## config.mk

```make
export PLATFORM = sky130hd
export DESIGN_NAME = fifo_wr_ptr_full
export DESIGN_NICKNAME = d
export VERILOG_FILES = /design/src/rtl/fifo_wr_ptr_full.sv
export SDC_FILE = /design/constraint.sdc
export NUM_CORES = 1
export LEC_CHECK = 0
export ABC_AREA = 1
export BUFFER_PORTS_ARGS = -buffer_cell sky130_fd_sc_hd__buf_2
export CAP_MARGIN = 10
export CORE_MARGIN = 2
export CORE_UTILIZATION = 45
export CTS_BUF_LIST = sky130_fd_sc_hd__clkbuf_8
export DETAILED_ROUTE_END_ITERATION = 16
export PLACE_DENSITY = 0.67
export SLEW_MARGIN = 10
export SYNTH_ARGS = -nofsm -noshare
export SYNTH_HDL_FRONTEND = slang
export SYNTH_SLANG_ARGS = --single-unit
```

## constraint.sdc

```tcl
create_clock -name clk_i -period 7.2 [get_ports clk_i]
set_input_delay 0.72 -clock clk_i [delete_from_list [all_inputs] [get_ports clk_i]]
set_output_delay 0.72 -clock clk_i [all_outputs]
set_load 0.01 [all_outputs]
```

## src/rtl/fifo_wr_ptr_full.sv

```systemverilog
// Write-side pointer and flag engine of an asynchronous FIFO.
// Everything here runs on the write clock. The read pointer arrives in Gray
// code from the read domain and passes through a two-flop synchroniser.
// All flags are computed from the post-write pointer value against that
// synchronised read pointer, so they are registered and never optimistic.
module fifo_wr_ptr_full #(
  parameter int ADDR_WIDTH  = 8,
  parameter int AFULL_LEVEL = 2**ADDR_WIDTH - 2
) (
  input  logic                  clk_i,
  input  logic                  rst_n_i,
  input  logic                  wr_en_i,
  input  logic [ADDR_WIDTH:0]   rd_ptr_gray_i,
  output logic                  mem_we_o,
  output logic [ADDR_WIDTH-1:0] wr_addr_o,
  output logic [ADDR_WIDTH:0]   wr_ptr_gray_o,
  output logic                  full_o,
  output logic                  almost_full_o,
  output logic [ADDR_WIDTH:0]   wr_level_o,
  output logic                  overflow_o
);

  localparam int AW = ADDR_WIDTH;
  localparam logic [AW:0] AFULL_THRESH = (AW+1)'(AFULL_LEVEL);

  logic [AW:0] wr_bin;
  logic [AW:0] bin_next;
  logic [AW:0] gray_next;
  logic [AW:0] rq1;
  logic [AW:0] rq2;
  logic [AW:0] rd_bin_s;
  logic [AW:0] full_cmp;
  logic [AW:0] level_next;
  logic        inc;
  logic        full_next;
  logic        almost_full_next;

  // Two-flop synchroniser for the incoming read-domain Gray pointer
  always_ff @(posedge clk_i or negedge rst_n_i) begin
    if (!rst_n_i) begin
      rq1 <= '0;
      rq2 <= '0;
    end else begin
      rq1 <= rd_ptr_gray_i;
      rq2 <= rq1;
    end
  end

  // Next pointer, its Gray form, and the flags it implies against the synced read pointer
  always_comb begin
    inc       = wr_en_i & ~full_o;
    bin_next  = wr_bin + {{AW{1'b0}}, inc};
    gray_next = (bin_next >> 1) ^ bin_next;
    full_cmp  = {~rq2[AW:AW-1], rq2[AW-2:0]};
    full_next = (gray_next == full_cmp);
    rd_bin_s  = '0;
    for (int i = 0; i <= AW; i++) begin
      rd_bin_s[i] = ^(rq2 >> i);
    end
    level_next       = bin_next - rd_bin_s;
    almost_full_next = (level_next >= AFULL_THRESH);
  end

  // Pointer and flag registers; overflow is sticky until reset
  always_ff @(posedge clk_i or negedge rst_n_i) begin
    if (!rst_n_i) begin
      wr_bin        <= '0;
      wr_ptr_gray_o <= '0;
      full_o        <= 1'b0;
      almost_full_o <= 1'b0;
      wr_level_o    <= '0;
      overflow_o    <= 1'b0;
    end else begin
      wr_bin        <= bin_next;
      wr_ptr_gray_o <= gray_next;
      full_o        <= full_next;
      almost_full_o <= almost_full_next;
      wr_level_o    <= level_next;
      if (wr_en_i && full_o) begin
        overflow_o <= 1'b1;
      end
    end
  end

  // RAM strobe is suppressed while full and while reset is held
  assign mem_we_o  = wr_en_i & ~full_o & rst_n_i;
  assign wr_addr_o = wr_bin[AW-1:0];

endmodule

```

==> results of run 1 <==
[cell usage in the layout (no fill, tap or decap)]
cell	instances
sky130_fd_sc_hd__nand2_1	63
sky130_fd_sc_hd__dfrtp_1	47
sky130_fd_sc_hd__inv_1	44
sky130_fd_sc_hd__buf_2	41
sky130_fd_sc_hd__nand3_1	16
sky130_fd_sc_hd__xor2_1	16
sky130_fd_sc_hd__nor2_1	13
sky130_fd_sc_hd__xnor2_1	9
sky130_fd_sc_hd__ha_1	8
sky130_fd_sc_hd__clkbuf_8	5
sky130_fd_sc_hd__a21oi_1	4
sky130_fd_sc_hd__o21ai_0	4
sky130_fd_sc_hd__nand4_1	3
sky130_fd_sc_hd__nand2_2	2
sky130_fd_sc_hd__nand3b_1	2
sky130_fd_sc_hd__nor2_2	1
sky130_fd_sc_hd__nand3_2	1
sky130_fd_sc_hd__and2_1	1
sky130_fd_sc_hd__o21bai_1	1
sky130_fd_sc_hd__o21ai_1	1
sky130_fd_sc_hd__or2_2	1
sky130_fd_sc_hd__o211a_1	1
sky130_fd_sc_hd__o22ai_1	1
sky130_fd_sc_hd__nor3b_1	1
sky130_fd_sc_hd__nor3_1	1
sky130_fd_sc_hd__a21o_1	1
sky130_fd_sc_hd__fa_1	1
sky130_fd_sc_hd__inv_6	1
sky130_fd_sc_hd__bufinv_16	1
sky130_fd_sc_hd__clkinv_4	1
sky130_fd_sc_hd__buf_4	1
[routing by layer]
metal / global-route usage (%) / up-vias
li1: - / 838
met1: 19.00 / 738
met2: 28.27 / 33
met3: 4.472 / 7
met4: 5.455 / 0
met5: 0 / -
[worst max-delay path, delay by kind of cell (launching register included)]
| family | cells | cell delay [ns] |
|---|---|---|
| flip-flops | 1 | 0.44 |
| adder cells (fa/ha/maj) | 1 | 0.42 |
| AND/OR/NAND/NOR | 9 | 0.80 |
| buffers and inverters | 2 | 0.15 |
| XOR/XNOR | 4 | 1.05 |
[area by class of cell]
| type | count | area [um2] | area share [%] |
|---|---|---|---|
| Clock buffer | 5 | 68.82 | 2.624 |
| Clock inverter | 3 | 47.55 | 1.813 |
| Inverter | 44 | 165.2 | 6.298 |
| Multi-Input combinational cell | 152 | 868.3 | 33.11 |
| Sequential cell | 47 | 1176 | 44.85 |
| Tap cell | 67 | 83.83 | 3.197 |
| Timing Repair Buffer | 42 | 212.7 | 8.111 |
[power breakdown]
| part | leakage (uW) | switching [uW] | internal [uW] |
|---|---|---|---|
| clock network | 0.0000587 | 90.1 | 105 |
| registers | 0.000549 | 43.0 | 352 |
| logic | 0.000850 | 364 | 230 |
[metrics by stage]
step	instance area, um2	hold WS, ns	cells	utilization, %
2_1_floorplan	2210	0.3312	243	-
3_5_place_dp	2506	0.3365	352	53.06
3_3_place_gp	2506	0.3313	352	53.06
4_1_cts	2623	0.3573	360	55.52
6_report	2623	0.3530	360	55.52
5_1_grt	2623	0.3699	360	55.52
[state kept, by name, indices dropped and copies added (netlist names)]
| name | flops |
|---|---|
| almost_full_o | 1 |
| rq1 | 9 |
| wr_bin | 9 |
| full_o | 1 |
| rq2 | 9 |
| overflow_o | 1 |
| wr_level_o | 9 |
| wr_ptr_gray_o | 8 |
[logic make-up after synthesis]
group,Yosys count,synth area share [%]
flops,47,53.23
fa+ha+maj,9,5.436
buf+inv,44,7.475
xor+xnor,25,9.909
compound gates,13,3.454
simple gates,105,20.50
[worst paths after layout]
check                         from       endpoint  slack (ns)  depth (start not counted)
hold reg to reg             rq1[0]         rq2[0]        0.35                          0
setup / recovery            rq2[7]  almost_full_o        4.22                         16
min in group asynchronous  rst_n_i  wr_level_o[0]        0.48                          2
hold / removal              rq1[0]         rq2[0]        0.35                          0
setup reg to reg            rq2[7]  almost_full_o        4.22                         16
max in group asynchronous  rst_n_i  wr_level_o[4]        6.32                          2
==> tab_implementation.tex, run 1 <==
\begin{tabular}{lr}
\hline
Metric & Value \\
\hline
\multicolumn{2}{l}{\textbf{Clocking}} \\
\quad Post-CTS setup buffers & 0 \\
\quad Total of cells resized after clock tree synthesis & 0 \\
\quad Root cell of the clock tree & sky130\_fd\_sc\_hd\_\_clkbuf\_8 \\
\quad Sinks on Clock Net & between 40 and 50 \\
\quad Maximum clock path buffer count & 2 \\
\quad CTS tree & done \\
\quad Clock edge transition at the registers on the reported setup and hold paths & about 0.090 ns \\
\quad Clock Latency Late Sink & $\sim$0.3 ns \\
\quad Total of hold buffers inserted after clock tree synthesis & 0 \\
\quad Htree depth & 2 \\
\quad Cts bufs inserted & 5 \\
\multicolumn{2}{l}{\textbf{Route}} \\
\quad Routed wire length per instance & between 10 and 15 um \\
\quad Remaining design rule violation count & 0 \\
\quad DRT Wirelength & approximately 3.8 mm \\
\quad Length of routed met3 wiring & 138 um \\
\quad Vias after detailed routing & roughly 1,600 \\
\quad Violation count after the first detailed-route iteration & between 40 and 50 \\
\quad Number of search-and-repair iterations in the first detailed-routing pass & 4 \\
\quad Routed met2 length & 1.876 mm \\
\quad Antenna-violating nets left & 0 \\
\quad WL met1 & 1.747 mm \\
\quad Highest metal layer with signal wires & met4 \\
\quad Post-detailed-route via-to-cell ratio & about 4.5 \\
\multicolumn{2}{l}{\textbf{Timing}} \\
\quad Max-slew violations & 0 \\
\quad Tcrit/Tclk final & approximately 41\% \\
\quad Tightest slew margin relative to the limit & 61.88\% \\
\quad Max Fclk & $\sim$340 MHz \\
\quad Worst slew pin tran & 0.5718 ns \\
\quad RSZ-0062 raised after global routing & no \\
\quad Skew final & 0.004188 ns \\
\quad Fin Setup TNS & 0 ns \\
\quad Final worst setup slack & $\sim$4.2 ns \\
\quad Final setup violation count & 0 \\
\quad Final Hold Viols & 0 \\
\quad Crit path time final & about 3.0 ns \\
\multicolumn{2}{l}{\textbf{Floorplan}} \\
\quad Die outline area & roughly 5500 um2 \\
\quad Starting density of the core & 46.78\% \\
\quad Placeable core area & 4723 um2 \\
\quad Placement Rows & 25 \\
\quad Top-level port count & 42 \\
\quad Height of the die & 74.08 um \\
\quad Overall die width & around 74 um \\
\multicolumn{2}{l}{\textbf{Power and ir drop}} \\
\quad Power Density & between 400 and 500 nW/um2 \\
\quad Peak ir drop on the vdd network & approximately 170 uV \\
\quad Tot Pwr & around 1200 uW \\
\quad Static Leakage & approximately 0.0015 uW \\
\multicolumn{2}{l}{\textbf{GRT}} \\
\quad First-pass GRT wire length & approximately 6.5 mm \\
\quad Antenna violations before repair & 0 \\
\quad Vias in the first global route & 1,582 \\
\quad Maximum number of pins on one net before global-route repair & slightly below 50 \\
\quad Total global routing track utilization & 16.10\% \\
\quad Overflow after GRT & 0 \\
\multicolumn{2}{l}{\textbf{Synth}} \\
\quad Post-Synthesis Cell Area & between 2000 and 2500 um2 \\
\quad Number of instances in the synthesized netlist & about 240 \\
\quad Net count of the mapped netlist & between 200 and 300 \\
\quad Top cells by count, synth & sky130\_fd\_sc\_hd\_\_nand2\_1, sky130\_fd\_sc\_hd\_\_dfrtp\_1, sky130\_fd\_sc\_hd\_\_inv\_1 \\
\quad Most instantiated library cell after synthesis & sky130\_fd\_sc\_hd\_\_nand2\_1 \\
\quad Most area-consuming cells after synthesis & sky130\_fd\_sc\_hd\_\_dfrtp\_1, sky130\_fd\_sc\_hd\_\_nand2\_1, sky130\_fd\_sc\_hd\_\_inv\_1 \\
\quad Area share of the largest cell type after synthesis & around 53\% \\
\quad Warnings from Yosys & 0 \\
\quad Number of synthesized register bits & 47 \\
\quad Share of flip-flops with an asynchronous set or reset & 100.0\% \\
\quad Yosys top cell by area & sky130\_fd\_sc\_hd\_\_dfrtp\_1 \\
\quad Library cells used by synthesis & 25 \\
\quad Commonest register cell after synthesis & sky130\_fd\_sc\_hd\_\_dfrtp\_1 \\
\quad Sequential cell area fraction in the yosys report & a little over half \\
\quad Mean instance size in the synthesized netlist & slightly above 9 um2 \\
\quad Number of enable-type register cells in the synthesized netlist & 0 \\
\multicolumn{2}{l}{\textbf{Critical path}} \\
\quad Category of the worst setup path capture point & flop \\
\quad Crit path cell chain & xnor2\_1, xnor2\_1, xor2\_1, xor2\_1, inv\_1, fa\_1, nand3b\_1, and2\_1, inv\_1, nand3\_1, nand2\_1, nand2\_1, nand3b\_1, nand2\_1, nand3\_1, nand2\_1 \\
\quad Critical setup path kind & reg -> reg \\
\quad Biggest fanout along the worst timing path & 6 \\
\quad Most frequent cell on the critical path & sky130\_fd\_sc\_hd\_\_nand2\_1 \\
\quad Category of the worst setup path launch point & flop \\
\quad Crit-path max cell delay & 0.44 ns \\
\quad Crit path arrival time & $\sim$3.2 ns \\
\quad Slowest stage cell on the critical path & sky130\_fd\_sc\_hd\_\_dfrtp\_1 \\
\quad Worst EP required & approximately 7.4 ns \\
\multicolumn{2}{l}{\textbf{Placed design}} \\
\quad Final weighted congestion of routability-driven global placement & slightly below 0.8 \\
\quad Buffers added on ports & 41 \\
\quad Post-placement setup slack & approximately 4.1 ns \\
\quad Detailed-placement wirelength estimate & just over 3 mm \\
\multicolumn{2}{l}{\textbf{Cells and area}} \\
\quad Antenna diode count & 0 \\
\quad Final net count & 313 \\
\quad Share of final-layout standard cells stronger than drive strength 1 & between 10\% and 20\% \\
\quad Syn-to-layout area delta & 18.69\% \\
\quad Fill cell count & between 400 and 500 \\
\multicolumn{2}{l}{\textbf{Status}} \\
\quad Run status & completed \\
\multicolumn{2}{l}{\textbf{Run}} \\
\quad Number of maximum-capacitance constraint violations & 0 \\
\multicolumn{2}{l}{\textbf{Hold path}} \\
\quad Path type of the worst min-delay path & reg -> reg \\
\hline
\end{tabular}
No activity file was read; power rests on OpenSTA's default activity.
==> run 2: changes to the inputs <==
- PLACE_DENSITY: 0.67 -> 0.7
- clock period: 7.2 -> 2.45 ns (I/O delays scaled with it)
==> run 2 against run 1 <==
The flow now finishes with violations (negative setup slack). Non-clock buffer count rose by 38. Cell area rose by 16%. Die area stayed put. Sequential cell count stayed put. First-iteration DRC count is 140% higher. Global-route usage is 2.4 points higher. Hold slack worse by 0.31 ns. Setup slack got worse by 4.5 ns. Utilization grew 8.7 points. Clock skew rose by 0.0040 ns. Routed wire length grew 18%. Largest cell class unchanged. Largest power group unchanged.
==> tab_implementation.tex, run 2 (synthesis gave the netlist of run 1 again) <==
\begin{tabular}{lr}
\hline
Metric & Value \\
\hline
\multicolumn{2}{l}{\textbf{Status}} \\
\quad Run status & finished with violations \\
\quad Violated checks & negative setup slack \\
\multicolumn{2}{l}{\textbf{Critical path}} \\
\quad Biggest fanout along the worst timing path & 2 \\
\quad Critical setup path kind & reg -> reg \\
\quad Category of the worst setup path capture point & flop \\
\quad Worst EP required & 2.65 ns \\
\quad Crit path cell chain & xnor2\_1, xor2\_2, xor2\_2, xor2\_1, ha\_2, fa\_2, nand3b\_1, and2\_4, inv\_2, nand3\_2, nand2\_1, nand2\_1, nand3b\_1, nand2\_1, buf\_4 \\
\quad Crit path arrival time & around 3 ns \\
\quad Category of the worst setup path launch point & flop \\
\quad Crit-path max cell delay & between 0.3 and 0.4 ns \\
\quad Most frequent cell on the critical path & sky130\_fd\_sc\_hd\_\_nand2\_1 \\
\quad Slowest stage cell on the critical path & sky130\_fd\_sc\_hd\_\_dfrtp\_1 \\
\multicolumn{2}{l}{\textbf{Floorplan}} \\
\quad Placeable core area & 4723 um2 \\
\quad Overall die width & 74.08 um \\
\quad Die outline area & between 5000 and 6000 um2 \\
\quad Starting density of the core & approximately 47\% \\
\quad Top-level port count & between 40 and 50 \\
\quad Height of the die & 74.08 um \\
\quad Placement Rows & 25 \\
\multicolumn{2}{l}{\textbf{Cells and area}} \\
\quad Leading cell types in the layout, fill and taps excluded & sky130\_fd\_sc\_hd\_\_nand2\_1, sky130\_fd\_sc\_hd\_\_dfrtp\_1, sky130\_fd\_sc\_hd\_\_buf\_2 \\
\quad Share of final-layout standard cells stronger than drive strength 1 & between 30 and 40\% \\
\quad Fill cell count & between 300 and 400 \\
\quad Syn-to-layout area delta & 37.26\% \\
\quad Final net count & 351 \\
\quad Layout Utilization & about 64\% \\
\quad Most common cell after layout, fill and taps aside & sky130\_fd\_sc\_hd\_\_nand2\_1 \\
\quad Sequential Area & 1179 um2 \\
\quad Antenna diode count & 0 \\
\quad Area occupied by multi-input gates & 982.2 um2 \\
\multicolumn{2}{l}{\textbf{Clocking}} \\
\quad Maximum clock path buffer count & 2 \\
\quad Cts bufs inserted & 5 \\
\quad Root cell of the clock tree & sky130\_fd\_sc\_hd\_\_clkbuf\_8 \\
\quad Clock Latency Late Sink & 0.31 ns \\
\quad CTS tree & done \\
\quad Total of hold buffers inserted after clock tree synthesis & 0 \\
\quad Clock edge transition at the registers on the reported setup and hold paths & $\sim$0.090 ns \\
\quad Htree depth & 2 \\
\quad Sinks on Clock Net & 47 \\
\multicolumn{2}{l}{\textbf{GRT}} \\
\quad Maximum number of pins on one net before global-route repair & 48 \\
\quad Antenna violations before repair & 0 \\
\quad Vias in the first global route & roughly 1,800 \\
\quad Overflow after GRT & 0 \\
\quad First-pass GRT wire length & between 7 and 8 mm \\
\quad Total global routing track utilization & roughly 18\% \\
\multicolumn{2}{l}{\textbf{Power and ir drop}} \\
\quad Share of power burned in the clock network & roughly 14\% \\
\quad Power Density & 1366 nW/um2 \\
\quad Pint & about 2500 uW \\
\quad Static Leakage & between 0.0015 and 0.002 uW \\
\quad Share of power burned in registers & about 28\% \\
\quad Peak ir drop on the vdd network & slightly below 700 uV \\
\quad Share of total power consumed by net switching & 40.15\% \\
\quad Psw & 1663 uW \\
\quad Combinational group share of total power & a little under three fifths \\
\multicolumn{2}{l}{\textbf{Route}} \\
\quad DRT Wirelength & between 4 and 5 mm \\
\quad Post-detailed-route via-to-cell ratio & 4.513 \\
\quad Number of search-and-repair iterations in the first detailed-routing pass & 4 \\
\quad Violation count after the first detailed-route iteration & a little over 100 \\
\quad Routed wire length per instance & about 11 um \\
\quad Vias after detailed routing & 1,796 \\
\quad Remaining design rule violation count & 0 \\
\quad Antenna-violating nets left & 0 \\
\multicolumn{2}{l}{\textbf{Timing}} \\
\quad Max Fclk & about 370 MHz \\
\quad Tightest slew margin relative to the limit & 63.29\% \\
\quad Final Hold Viols & 0 \\
\quad Tcrit/Tclk final & 111.4\% \\
\quad Final worst setup slack & -0.2790 ns \\
\quad Worst slew pin tran & approximately 0.55 ns \\
\quad Crit path time final & approximately 2.7 ns \\
\quad Skew final & between 0.008 and 0.009 ns \\
\quad Max-slew violations & 0 \\
\quad Final setup violation count & 6 \\
\quad RSZ-0062 raised after global routing & yes \\
\multicolumn{2}{l}{\textbf{Placed design}} \\
\quad Final weighted congestion of routability-driven global placement & $\sim$0.8 \\
\quad Post-placement setup slack & -0.2914 ns \\
\quad Detailed-placement wirelength estimate & around 3.3 mm \\
\quad Buffers added on ports & 41 \\
\multicolumn{2}{l}{\textbf{Run}} \\
\quad Number of maximum-capacitance constraint violations & 0 \\
\multicolumn{2}{l}{\textbf{Hold path}} \\
\quad Path type of the worst min-delay path & in -> async \\
\hline
\end{tabular}
run 2: cell type report:
| class | instances | share of cell area (%) |
|---|---|---|
| clock buffers | 6 | 2.723 |
| clock inverters | 2 | 1.279 |
| inverters | 44 | 5.446 |
| multi-input cells | 152 | 32.38 |
| flip-flops and latches | 47 | 38.86 |
| well taps | 67 | 2.764 |
| repair buffers | 80 | 16.54 |
run 2: metal layers:
| layer | global-route usage, % | vias up | wire, um |
|---|---|---|---|
| li1 | - | 916 | - |
| met1 | 21.87 | 830 | 1866 |
| met2 | 32.24 | 40 | 2377 |
| met3 | 4.743 | 10 | 173 |
| met4 | 7.071 | 0 | 91 |
| met5 | 0 | - | 0 |
run 2: worst paths after layout:
| kind | start | to | slack, ns | depth (start not counted) |
|---|---|---|---|---|
| worst max register to register | rq2[3] | wr_level_o[6] | -0.28 | 15 |
| max in group asynchronous | rst_n_i | rq2[7] | 2.00 | 2 |
| worst min-delay path | rst_n_i | wr_bin[1] | 0.04 | 2 |
| worst min register to register | rq1[4] | rq2[4] | 0.35 | 0 |
| worst max-delay path | rq2[3] | wr_level_o[6] | -0.28 | 15 |
| min in group clk_i | rd_ptr_gray_i[5] | rq1[5] | 0.04 | 1 |
run 2: per-stage QoR:
step	TNS (ns)	cells	area, um2	total power [uW]	hold slack, ns
2_1_floorplan	-0.09339	243	2235	2430	-0.05059
3_3_place_gp	-0.4550	380	2741	3179	0.3318
3_5_place_dp	-0.8405	380	2741	3226	0.3347
4_1_cts	-0.9666	394	2962	4023	0.02990
5_1_grt	-2.269	398	3033	4535	0.02148
6_report	-1.137	398	3033	4142	0.03832
run 2: power by group through the flow:
stage / Clock, uW / Sequential (uW) / Combinational, uW
final: 595 / 1170 / 2380
after global routing: 650 / 1200 / 2690
after CTS: 612 / 1170 / 2240
after detailed placement: 0 / 1180 / 2050
after global placement: 0 / 1170 / 2010
after floorplan: 0 / 1290 / 1140
run 2: repair_timing:
action,in CTS,in global routing
resized for setup,15,6
setup endpoints to repair,6,7
hold endpoints to repair,0,0
setup buffers,7,4
pin swaps,16,9
run 2: worst max-delay path: cells and delay by family (launching register included):
kind	cells	cell delay, ns
xor gates and xnor gates	4	0.78
and+or+nand+nor	7	0.69
DFF	1	0.39
adders and majority gates	2	0.59
buffers and inverters	2	0.18
==> run 3: changes to the inputs <==
- PLACE_DENSITY: 0.7 -> default
- PLACE_DENSITY_LB_ADDON: default -> 0.1
==> run 3 against run 2 <==
The flow still finishes with violations (negative setup slack). Register-to-register slack is essentially flat. Hold slack gained 0.013 ns. Die area is the same. Power grew 5.4%. Critical path depth grew 1. Sequential share of layout area shrank 1.2 points. Sequential cell count is the same. Setup slack gained 0.0040 ns. Count of clock-buffer cells in the layout shrank 1. Critical endpoint is now almost_full_o. Largest power group unchanged.
==> tab_implementation.tex, run 3 (synthesis gave the netlist of run 1 again) <==
\begin{tabular}{lr}
\hline
Metric & Value \\
\hline
\multicolumn{2}{l}{\textbf{Floorplan}} \\
\quad Placeable core area & between 4000 and 5000 um2 \\
\quad Starting density of the core & between 40 and 50\% \\
\quad Overall die width & $\sim$74 um \\
\quad Height of the die & about 74 um \\
\quad Placement Rows & 25 \\
\quad Top-level port count & 42 \\
\quad Die outline area & 5487 um2 \\
\multicolumn{2}{l}{\textbf{Critical path}} \\
\quad Worst EP required & between 2 and 3 ns \\
\quad Worst path bufs/invs & 2 \\
\quad Reg2reg end & almost\_full\_o \\
\quad Most frequent cell on the critical path & sky130\_fd\_sc\_hd\_\_nand2\_2 \\
\quad Family with the most delay on the worst path & XOR/XNOR gates \\
\quad Crit-path max cell delay & approximately 0.43 ns \\
\quad Critical setup path kind & reg -> reg \\
\quad Crit path cell chain & xor2\_2, xnor2\_2, xor2\_1, xor2\_1, inv\_1, fa\_2, nand3b\_1, and2\_4, inv\_4, nand3\_4, nand2\_2, nand2\_2, nand3b\_1, nand2\_2, nand3\_2, nand2\_1 \\
\quad R2R setup slack & -0.27 ns \\
\quad Crit path arrival time & 2.92 ns \\
\quad Category of the worst setup path launch point & flop \\
\quad Slowest stage cell on the critical path & sky130\_fd\_sc\_hd\_\_dfrtp\_1 \\
\quad Category of the worst setup path capture point & flop \\
\quad Number of cells on the worst reg-to-reg path & 16 \\
\quad Biggest fanout along the worst timing path & 3 \\
\quad Start of the worst register-to-register path & rq2[5] \\
\multicolumn{2}{l}{\textbf{Route}} \\
\quad Number of search-and-repair iterations in the first detailed-routing pass & 4 \\
\quad Remaining design rule violation count & 0 \\
\quad Antenna-violating nets left & 0 \\
\quad Violation count after the first detailed-route iteration & 69 \\
\quad Post-detailed-route via-to-cell ratio & 4.545 \\
\quad DRT Wirelength & 4.741 mm \\
\quad Vias after detailed routing & around 1,800 \\
\quad Routed wire length per instance & $\sim$12 um \\
\multicolumn{2}{l}{\textbf{Clocking}} \\
\quad Htree depth & 2 \\
\quad CTS tree & done \\
\quad Cts bufs inserted & 5 \\
\quad Clock edge transition at the registers on the reported setup and hold paths & around 0.09 ns \\
\quad Clock Latency Late Sink & approximately 0.30 ns \\
\quad Total of hold buffers inserted after clock tree synthesis & 0 \\
\quad Root cell of the clock tree & sky130\_fd\_sc\_hd\_\_clkbuf\_8 \\
\quad Maximum clock path buffer count & 2 \\
\quad Sinks on Clock Net & between 40 and 50 \\
\multicolumn{2}{l}{\textbf{Cells and area}} \\
\quad Final non-filler cell total & between 400 and 500 \\
\quad Final net count & between 300 and 400 \\
\quad Leading cell types in the layout, fill and taps excluded & sky130\_fd\_sc\_hd\_\_nand2\_1, sky130\_fd\_sc\_hd\_\_dfrtp\_1, sky130\_fd\_sc\_hd\_\_buf\_4 \\
\quad Layout Utilization & approximately two thirds \\
\quad Antenna diode count & 0 \\
\quad Most common cell after layout, fill and taps aside & sky130\_fd\_sc\_hd\_\_nand2\_1 \\
\quad Share of final-layout standard cells stronger than drive strength 1 & between 30\% and 40\% \\
\quad Syn-to-layout area delta & 41.90\% \\
\multicolumn{2}{l}{\textbf{Timing}} \\
\quad Tightest slew margin relative to the limit & 62.14\% \\
\quad Max-slew violations & 0 \\
\quad Max Fclk & between 300 and 400 MHz \\
\quad Final worst setup slack & -0.2750 ns \\
\quad Tcrit/Tclk final & 111.2\% \\
\quad Final Hold Viols & 0 \\
\quad RSZ-0062 raised after global routing & yes \\
\quad Fin Setup TNS & -1.164 ns \\
\quad Final hold slack & around 0.051 ns \\
\quad Crit path time final & roughly 2.7 ns \\
\quad Final setup violation count & 6 \\
\quad Skew final & slightly above 0.007 ns \\
\quad Worst slew pin tran & between 0.5 and 0.6 ns \\
\multicolumn{2}{l}{\textbf{Power and ir drop}} \\
\quad Power Density & roughly 1400 nW/um2 \\
\quad Static Leakage & 0.001707 uW \\
\quad Pint & 2611 uW \\
\quad Share of power burned in registers & 26.7\% \\
\quad Share of total power consumed by net switching & approximately two fifths \\
\quad Peak ir drop on the vdd network & 621.0 uV \\
\quad Share of power burned in the clock network & between 10\% and 20\% \\
\quad Combinational group share of total power & 58.4\% \\
\quad Psw & about 1800 uW \\
\quad Tot Pwr & between 4000 and 5000 uW \\
\multicolumn{2}{l}{\textbf{GRT}} \\
\quad Maximum number of pins on one net before global-route repair & 48 \\
\quad Antenna violations before repair & 0 \\
\quad Total global routing track utilization & about a fifth \\
\quad Overflow after GRT & 0 \\
\quad Vias in the first global route & approximately 1,800 \\
\quad First-pass GRT wire length & about 7.6 mm \\
\multicolumn{2}{l}{\textbf{Run}} \\
\quad Number of maximum-capacitance constraint violations & 0 \\
\multicolumn{2}{l}{\textbf{Placed design}} \\
\quad Cell count after placement & 384 \\
\quad Final weighted congestion of routability-driven global placement & between 0.7 and 0.8 \\
\quad Buffers added on ports & 41 \\
\quad Detailed-placement wirelength estimate & around 3.4 mm \\
\multicolumn{2}{l}{\textbf{Status}} \\
\quad Run status & finished with violations \\
\quad Violated checks & negative setup slack \\
\multicolumn{2}{l}{\textbf{Hold path}} \\
\quad Path type of the worst min-delay path & in -> async \\
\hline
\end{tabular}
run 3: worst max-delay path by stage:
stage	endpoint	startpoint	cells after the start
2_1_floorplan	almost_full_o	rq2[7]	19
3_3_place_gp	almost_full_o	rq2[4]	18
3_5_place_dp	almost_full_o	rq2[7]	16
4_1_cts	almost_full_o	rq2[7]	16
5_1_grt	almost_full_o	rq2[5]	18
6_report	almost_full_o	rq2[5]	16
run 3: worst register-to-register path, stage by stage (launching register included):
cell and delay (ns):
sky130_fd_sc_hd__dfrtp_1 0.43, sky130_fd_sc_hd__xor2_2 0.20, sky130_fd_sc_hd__xnor2_2 0.21, sky130_fd_sc_hd__xor2_1 0.26, sky130_fd_sc_hd__xor2_1 0.23, sky130_fd_sc_hd__inv_1 0.10, sky130_fd_sc_hd__fa_2 0.35, sky130_fd_sc_hd__nand3b_1 0.16
sky130_fd_sc_hd__and2_4 0.15, sky130_fd_sc_hd__inv_4 0.06, sky130_fd_sc_hd__nand3_4 0.08, sky130_fd_sc_hd__nand2_2 0.09, sky130_fd_sc_hd__nand2_2 0.06, sky130_fd_sc_hd__nand3b_1 0.09, sky130_fd_sc_hd__nand2_2 0.07, sky130_fd_sc_hd__nand3_2 0.05
sky130_fd_sc_hd__nand2_1 0.05
run 3: layout make-up:
| class | instances | area (um2) |
|---|---|---|
| Fill cell | 369 | 1588 |
| Sequential cell | 47 | 1180 |
| Multi-Input combinational cell | 152 | 1025 |
| Timing Repair Buffer | 86 | 546.8 |
| Inverter | 44 | 167.7 |
| Tap cell | 67 | 83.83 |
| Clock buffer | 5 | 68.82 |
| Clock inverter | 3 | 63.81 |
run 3: through the flow:
| stage | worst slack, ns | cell area [um2] |
|---|---|---|
| 6_report | -0.2750 | 3136 |
| 5_1_grt | -0.4388 | 3136 |
| 4_1_cts | -0.2529 | 3002 |
| 3_5_place_dp | -0.3018 | 2771 |
| 3_3_place_gp | -0.2115 | 2771 |
| 2_1_floorplan | -0.09339 | 2235 |
run 3: power by group through the flow:
stage / Clock, uW / Sequential, uW / Combinational (uW)
floorplan: 0 / 1290 / 1140
global placement: 0 / 1170 / 2070
detailed placement: 0 / 1180 / 2110
CTS: 674 / 1160 / 2280
global route: 705 / 1200 / 2830
finish: 654 / 1160 / 2550
run 3: timing repair:
item | 4_1_cts | 5_1_grt
buffers inserted | 8 | 4
endpoints found under the setup margin | 6 | 8
pin swaps | 13 | 13
resized for setup | 11 | 24
hold endpoints to repair | 0 | 0
run 3: metal layers:
metal	part of all wire, %	GRT usage (%)	routed length (um)	up-vias
li1	-	-	-	921
met1	42	22.16	2000	865
met2	52	32.54	2488	44
met3	3.9	4.336	187	6
met4	1.3	7.879	64	0
met5	0	0	0	-
